===== config.mk =====
export PLATFORM = sky130hd
export DESIGN_NAME = adp_mem_seq
export DESIGN_NICKNAME = d
export VERILOG_FILES = /design/src/rtl/adp_mem_seq.sv
export SDC_FILE = /design/constraint.sdc
export NUM_CORES = 1
export LEC_CHECK = 0
export ABC_AREA = 1
export CAP_MARGIN = 40
export CELL_PAD_IN_SITES_DETAIL_PLACEMENT = 0
export CELL_PAD_IN_SITES_GLOBAL_PLACEMENT = 2
export CORE_ASPECT_RATIO = 2
export CORE_MARGIN = 2
export CORE_UTILIZATION = 25
export CTS_BUF_LIST = sky130_fd_sc_hd__clkbuf_16
export DETAILED_ROUTE_END_ITERATION = 16
export PLACE_DENSITY = 0.87
export SETUP_SLACK_MARGIN = 0.2
export SLEW_MARGIN = 15
export SYNTH_ARGS = -nofsm -noshare
export SYNTH_HDL_FRONTEND = slang
export SYNTH_SLANG_ARGS = --single-unit

===== constraint.sdc =====
create_clock -name adp_tck_i_buf -period 7.2 [get_ports adp_tck_i_buf]
set_input_delay 1.44 -clock adp_tck_i_buf [delete_from_list [all_inputs] [get_ports adp_tck_i_buf]]
set_output_delay 1.44 -clock adp_tck_i_buf [all_outputs]
set_load 0.1 [all_outputs]

===== src/rtl/adp_mem_seq.sv =====
// -----------------------------------------------------------------------------
// adp_mem_seq
//
// Debug memory access sequencer for the TCK domain of the Acadia Debug Port.
// Converts single-cycle read/write pulses from the TAP into one request/grant
// transaction on the shared SRAM arbitration port. Read data is captured after
// RD_LAT cycles. Busy, done and sticky error status go back to the debug
// datapath. Every output comes straight from a flop.
//
// Optional feature (compile-time macro ADP_MEM_SEQ_TIMEOUT_EN):
//   When defined, a request that waits TIMEOUT cycles without a grant is
//   dropped and the sticky error is set. When undefined, REQ waits for a grant
//   indefinitely. Only reset or leaving debug mode ends the wait.
//
// Parameters:
//   ADDR_W  - memory address width
//   DATA_W  - memory data width
//   RD_LAT  - cycles from the grant cycle to valid mem_rdata (1..7)
//   TIMEOUT - maximum ungranted cycles in REQ (1..255), used only with the macro
//
// Ports:
//   adp_tck_i_buf   in   TCK, all flops rise on its posedge
//   adp_trst_i_buf  in   asynchronous active-high reset
//   adp_debug_mode  in   debug session active; low aborts a transaction
//   dbg_rd_req      in   one-cycle read request pulse
//   dbg_wr_req      in   one-cycle write request pulse
//   dbg_addr        in   address, sampled with the request
//   dbg_wdata       in   write data, sampled with the request
//   dbg_err_clr     in   clears the sticky error (a same-cycle set wins)
//   dbg_rdata       out  captured read data, held until the next read completes
//   dbg_rdata_vld   out  one-cycle pulse when dbg_rdata updates
//   dbg_wr_done     out  one-cycle pulse after a write is granted
//   dbg_busy        out  high whenever the sequencer is not idle
//   dbg_err         out  sticky error (collision, overrun, timeout)
//   mem_req         out  request to the SRAM arbiter
//   mem_gnt         in   grant; the access happens when mem_req and mem_gnt are both high
//   mem_we          out  1 = write, 0 = read
//   mem_addr        out  latched address
//   mem_wdata       out  latched write data
//   mem_rdata       in   read data, valid RD_LAT cycles after the grant cycle
// -----------------------------------------------------------------------------
module adp_mem_seq #(
  parameter int ADDR_W  = 16,
  parameter int DATA_W  = 32,
  parameter int RD_LAT  = 1,
  parameter int TIMEOUT = 15
) (
  input  logic              adp_tck_i_buf,
  input  logic              adp_trst_i_buf,
  input  logic              adp_debug_mode,
  input  logic              dbg_rd_req,
  input  logic              dbg_wr_req,
  input  logic [ADDR_W-1:0] dbg_addr,
  input  logic [DATA_W-1:0] dbg_wdata,
  input  logic              dbg_err_clr,
  output logic [DATA_W-1:0] dbg_rdata,
  output logic              dbg_rdata_vld,
  output logic              dbg_wr_done,
  output logic              dbg_busy,
  output logic              dbg_err,
  output logic              mem_req,
  input  logic              mem_gnt,
  output logic              mem_we,
  output logic [ADDR_W-1:0] mem_addr,
  output logic [DATA_W-1:0] mem_wdata,
  input  logic [DATA_W-1:0] mem_rdata
);

  // Reject illegal parameter values while the design is being built.
  if (RD_LAT < 1 || RD_LAT > 7) begin : g_bad_rd_lat
    $error("adp_mem_seq: RD_LAT must be in 1..7");
  end
  if (TIMEOUT < 1 || TIMEOUT > 255) begin : g_bad_timeout
    $error("adp_mem_seq: TIMEOUT must be in 1..255");
  end

  typedef enum logic [1:0] {
    IDLE   = 2'd0,
    REQ    = 2'd1,
    RDWAIT = 2'd2
  } state_e;

  state_e              state_q, state_d;
  logic                we_q, we_d;
  logic [ADDR_W-1:0]   addr_q, addr_d;
  logic [DATA_W-1:0]   wdata_q, wdata_d;
  logic [DATA_W-1:0]   rdata_q, rdata_d;
  logic                rdata_vld_q, rdata_vld_d;
  logic                wr_done_q, wr_done_d;
  logic                busy_q, busy_d;
  logic                err_q, err_d;
  logic                req_q, req_d;
  logic [2:0]          lat_q, lat_d;
  logic                err_set;
  logic                req_any;
`ifdef ADP_MEM_SEQ_TIMEOUT_EN
  logic [7:0]          to_q, to_d;
`endif

  assign req_any = dbg_rd_req | dbg_wr_req;

  // State and output register bank. Reset is asynchronous, so mem_req and
  // every status output fall as soon as reset rises, even mid-transaction.
  always_ff @(posedge adp_tck_i_buf or posedge adp_trst_i_buf) begin
    if (adp_trst_i_buf) begin
      state_q     <= IDLE;
      we_q        <= 1'b0;
      addr_q      <= '0;
      wdata_q     <= '0;
      rdata_q     <= '0;
      rdata_vld_q <= 1'b0;
      wr_done_q   <= 1'b0;
      busy_q      <= 1'b0;
      err_q       <= 1'b0;
      req_q       <= 1'b0;
      lat_q       <= '0;
`ifdef ADP_MEM_SEQ_TIMEOUT_EN
      to_q        <= '0;
`endif
    end else begin
      state_q     <= state_d;
      we_q        <= we_d;
      addr_q      <= addr_d;
      wdata_q     <= wdata_d;
      rdata_q     <= rdata_d;
      rdata_vld_q <= rdata_vld_d;
      wr_done_q   <= wr_done_d;
      busy_q      <= busy_d;
      err_q       <= err_d;
      req_q       <= req_d;
      lat_q       <= lat_d;
`ifdef ADP_MEM_SEQ_TIMEOUT_EN
      to_q        <= to_d;
`endif
    end
  end

  // Next-state and next-output logic. mem_req and dbg_busy are computed from
  // the next state, so they are registered and still line up with the state.
  // The read latency counter is loaded at the grant. Data is captured when
  // the counter reads 1, which is RD_LAT cycles after the grant edge.
  always_comb begin
    state_d     = state_q;
    we_d        = we_q;
    addr_d      = addr_q;
    wdata_d     = wdata_q;
    rdata_d     = rdata_q;
    rdata_vld_d = 1'b0;
    wr_done_d   = 1'b0;
    lat_d       = lat_q;
    err_set     = 1'b0;
`ifdef ADP_MEM_SEQ_TIMEOUT_EN
    to_d        = to_q;
`endif

    case (state_q)
      IDLE: begin
        if (adp_debug_mode && req_any) begin
          if (dbg_rd_req && dbg_wr_req) begin
            err_set = 1'b1;
          end else begin
            state_d = REQ;
            we_d    = dbg_wr_req;
            addr_d  = dbg_addr;
            wdata_d = dbg_wdata;
`ifdef ADP_MEM_SEQ_TIMEOUT_EN
            to_d    = 8'd0;
`endif
          end
        end
      end

      // Leaving debug mode takes priority over a grant in the same cycle.
      // With the timeout built in, a grant arriving on the final count still
      // goes ahead.
      REQ: begin
        if (req_any) begin
          err_set = 1'b1;
        end
        if (!adp_debug_mode) begin
          state_d = IDLE;
        end else if (mem_gnt) begin
          if (we_q) begin
            wr_done_d = 1'b1;
            state_d   = IDLE;
          end else begin
            lat_d   = 3'(RD_LAT);
            state_d = RDWAIT;
          end
        end
`ifdef ADP_MEM_SEQ_TIMEOUT_EN
        else if (to_q == 8'(TIMEOUT - 1)) begin
          state_d = IDLE;
          err_set = 1'b1;
        end else begin
          to_d = to_q + 8'd1;
        end
`endif
      end

      // A read that is already granted is discarded if debug mode drops.
      RDWAIT: begin
        if (req_any) begin
          err_set = 1'b1;
        end
        if (!adp_debug_mode) begin
          state_d = IDLE;
        end else if (lat_q == 3'd1) begin
          rdata_d     = mem_rdata;
          rdata_vld_d = 1'b1;
          state_d     = IDLE;
        end else begin
          lat_d = lat_q - 3'd1;
        end
      end

      default: begin
        state_d = IDLE;
      end
    endcase

    req_d  = (state_d == REQ);
    busy_d = (state_d != IDLE);

    // A set condition in the same cycle as dbg_err_clr wins.
    if (err_set) begin
      err_d = 1'b1;
    end else if (dbg_err_clr) begin
      err_d = 1'b0;
    end else begin
      err_d = err_q;
    end
  end

  assign dbg_rdata     = rdata_q;
  assign dbg_rdata_vld = rdata_vld_q;
  assign dbg_wr_done   = wr_done_q;
  assign dbg_busy      = busy_q;
  assign dbg_err       = err_q;
  assign mem_req       = req_q;
  assign mem_we        = we_q;
  assign mem_addr      = addr_q;
  assign mem_wdata     = wdata_q;

endmodule


; ---- After elaboration in Yosys (flattened, before gate mapping)
; Cells that the tools add are included.
[classes]
add_sub_neg = 1
n_mul = 0
div_mod_pow = 0
magnitude_cmp = 0
eq_ne = 9
n_shift = 0
n_mux = 27
bitwise_logic = 2
n_reduce_logical = 10
[ops]
columns = op, n
row1 = 2-to-1 mux 3 bit, 5
row2 = 2-to-1 mux 2 bit, 7
row3 = 2-to-1 mux 1 bit, 12
row4 = != test 2 bit (second input constant), 5
row5 = case mux 2 bit (3 select lines), 1
row6 = case mux 3 bit (2 select lines), 1
row7 = AND reduction 3 bit, 2
row8 = AND reduction 6 bit, 1
row9 = nonzero test 2 bit, 3
row10 = == test 2 x 1 -> 1 bit (second input constant), 2
row11 = == test 3 x 1 -> 1 bit (second input constant), 1
row12 = subtractor 3 x 1 -> 3 bit (second input constant), 1
row13 = == test 2 bit (second input constant), 1
row14 = logical AND 1 bit, 2
row15 = logical NOT 2 bit, 1
row16 = case mux 1 bit (2 select lines), 1
row17 = OR reduction 2 bit, 1
row18 = inverter 1 bit, 1
row19 = bitwise OR 1 bit, 1
[totals]
reg_bits = 91
latch_bits = 0
ramBits = 0
mem_bits_ro = 0
inputBits = 87
out_inout_bits = 86
elab_cells = 60
mem_count = 0

; ---- Longest topological paths before layout
[logic_depth]
depth_word = 5
mapped_depth = 9
mapped_depth_nobuf = 9

; ---- Least setup slack after synthesis
; Ideal clock, no wire load.
[synth_timing]
path_type = reg2out
start = register we_q, in the netlist mem_we
end = output port mem_we
arrival_ps = 927
required_ps = 5760
setup_slack_ps = 4833
path_stages_with_launch = 1
n_path_buf = 0
path_cell_list = dfrtp_1
[synth_lines]
columns = item, line
row1 = from (decl), 84  ; logic we_q, we_d;
row2 = from (signal assigned), 122  ; we_q <= we_d;
row3 = to (decl), 63  ; output logic mem_we,
; No word-level cell between the ends.

; ---- Worst setup path in the final report
[layout_timing]
start = input port adp_debug_mode
end = register rdata_q[9], in the netlist dbg_rdata[9]
[layout_via]
elab_chain_cells = 1
[layout_rtl]
columns = item, line
row1 = from (decl), 50  ; input logic adp_debug_mode,
row2 = AND reduction 3 bit (no source line), n/a
row3 = to (signal assigned), 125  ; rdata_q <= rdata_d;
row4 = to (decl), 87  ; logic [DATA_W-1:0] rdata_q, rdata_d;
; Every way passes these cells.
; A chain may end at the register's enable or synchronous reset.

==> results_dict.tcl <==
set metrics [dict create \
    synth_top_area_share_pct 60.9 \
    design.core.area_um2 14700 \
    crit_buf_inv 2 \
    drtPass1Iterations 4 \
    slew_viol_final 0 \
    synth_most_common_cell "nand2_1" \
    max_clock_freq_mhz 295 \
    io_pins 173 \
    dieArea_um2 16000 \
    maxCapViolCount 0 \
    root_buffer "clkbuf_16" \
    cts_made_buffers 9 \
    crit_arrival_ns 3.66 \
    finClkSkew_ns 0.00939 \
    synth.net_count 515 \
    initial_core_util_pct 25.4 \
    vias_per_cell 4.02 \
    fp.dieH_um 177 \
    route.detailed.drc 0 \
    drive_above_1_share_pct 16.0 \
    finalSetupTns_ns 0 \
    grt_max_degree 88 \
    post_cts_buffers 0 \
    clock_sinks 91 \
    period_share_pct 47.1 \
    dieWidth_um 90.5 \
    synth_edf_count 0 \
    grt_pass1_wl_um 18400 \
    finalHoldViolCount 0 \
    timing.final.crit_period_ns 3.39 \
    clk_pin_slew_ns 0.06 \
    tightestPinTransition_ns 0.775 \
    multi_input_area_um2 1100 \
    ys_ff_latch 91 \
    grt_pass1_vias 3766 \
    antennaDiodeCount 0 \
    setup_viol 0 \
    syn_area_per_cell_um2 8.86 \
    path_max_fanout 33 \
    drtIter0Drc 133 \
    grt_overflow 0 \
    wl_um 11300 \
    slowest_stage "clkdlybuf4s50_1" \
    cp.required_ns 7.47 \
    fillers 1305 \
    seqCellArea_um2 2280 \
    post_cts_resized 0 \
    antenna_found_initial 0 \
    gp_congestion 0.791 \
    hpwlAfterDp_um 9030 \
    syn_inst 422 \
    wl_per_cell_um 12.9 \
    cpPeakStageDelay_ns 0.70 \
    syn_area_um2 3740 \
    grt_usage_pct 14.5 \
    yosysTopAreaCell "dfrtp_1" \
    yosysSeqAreaShare_pct 60.9 \
    outcome "finished clean" \
    synth_warnings 0 \
    vias 3523 \
    cp-start-kind "input pin" \
    rrSetupSlack_ns 4.89 \
    ys.flop_type "dfrtp_1" \
    ant_nets 0 \
    async_reset_ff_share_pct 100 \
    clockBufferDepth 2 \
    grt_setup_unrepaired "false" \
    end_kind "register" \
    crit_chain "clkdlybuf4s50_1, nand3_2, inv_2, nand2_1, nand2_1" \
    area_growth_pct 102 \
    io_buffers 172 \
    placementRows 63 \
    relSlewSlack_pct 48.3 \
    clock_latency_ns 0.33 \
    cts_tree "yes" \
    synth.area.top_cells "dfrtp_1, nand2_1, inv_1" \
    cts_hold_buf 0 \
    cpMostUsedCell "nand2_1" \
    crit_type "input pin to register" \
    fin_nets 769 \
    synth.top_cells.by_count "nand2_1, dfrtp_1, inv_1" \
    cts_max_level 3 \
    crit_family "buffers and inverters" \
    final_util_pct 51.1 \
    synth.distinct_cells 18 \
    hold_slack_ns 0.477 \
    hp-class "register to register" \
]
## through the flow
stage	setup WS, ns	std cells	instance area, um^2
floorplan	3.40	422	3740
global placement	3.42	774	5610
detailed placement	3.40	860	7240
CTS	3.76	876	7530
global route	3.56	876	7530
finish	3.81	876	7530
## sequential cells by signal (all words and copies together), names as in the netlist, 2 cells and up
name,flops
dbg_rdata,32
mem_wdata,32
mem_addr,16
lat_q,3
state_q,2
## per-layer routing
| layer | part of all wire, % | track usage (%) | vias to the layer above |
|---|---|---|---|
| li1 | - | - | 1787 |
| met1 | 35 | 14.9 | 1622 |
| met2 | 58 | 28.4 | 105 |
| met3 | 5.1 | 3.32 | 9 |
| met4 | 1.3 | 4.94 | 0 |
| met5 | 0 | 0 | - |
## logic make-up (layout without fill, tap and decap cells)
group | count (synthesis) | after routing | synth area share, %
buffers and inverters | 84 | 343 | 9.74
AOI/OAI and AO/OA | 52 | 52 | 6.96
xor gates and xnor gates | 1 | 1 | 0.234
adders and majority gates | 6 | 6 | 2.01
and+or+nand+nor | 188 | 188 | 20.1
DFF | 91 | 91 | 60.9
## layout make-up
class                      instances  share of cell area [%]
timing repair buffer             260                    44.7
sequential                        91                    30.2
multi-input combinational        247                    14.5
inverter                          67                    3.37
tap                              195                    3.24
clock buffer                       9                    2.99
clock inverter                     7                   0.963
## placed cells by master, fill, tap and decap left out, types with 2 or more instances in the layout
master and count:
nand2_1 169, buf_4 2, clkdlybuf4s50_1 172, nand3_2 2, clkbuf_16 9, inv_1 65, nor2_1 7, buf_16 27
o21ai_0 42, nand3_1 5, o21ai_1 10, buf_8 59, inv_6 3, nand4_1 3, ha_1 6, dfrtp_1 91
## final timing paths
path,to,from,cells past startpoint
max in group asynchronous,mem_wdata[2],adp_trst_i_buf,3
setup reg to reg,dbg_rdata[9],state_q[0],6
hold reg to reg,dbg_rdata[31],dbg_rdata[31],2
min in group asynchronous,dbg_rdata[8],adp_trst_i_buf,2
hold / removal,dbg_rdata[31],dbg_rdata[31],2
setup / recovery,dbg_rdata[9],adp_debug_mode,5
## worst reg2reg max path: stages (launching register included)
cell and delay, ns:
dfrtp_1 0.40, inv_1 0.11, ha_1 0.28, nand3_2 0.55, inv_2 0.69, nand2_1 0.13, nand2_1 0.09
Power is not shown: default switching activity piles up to over one toggle a cycle in this logic, so the estimate is an artifact.
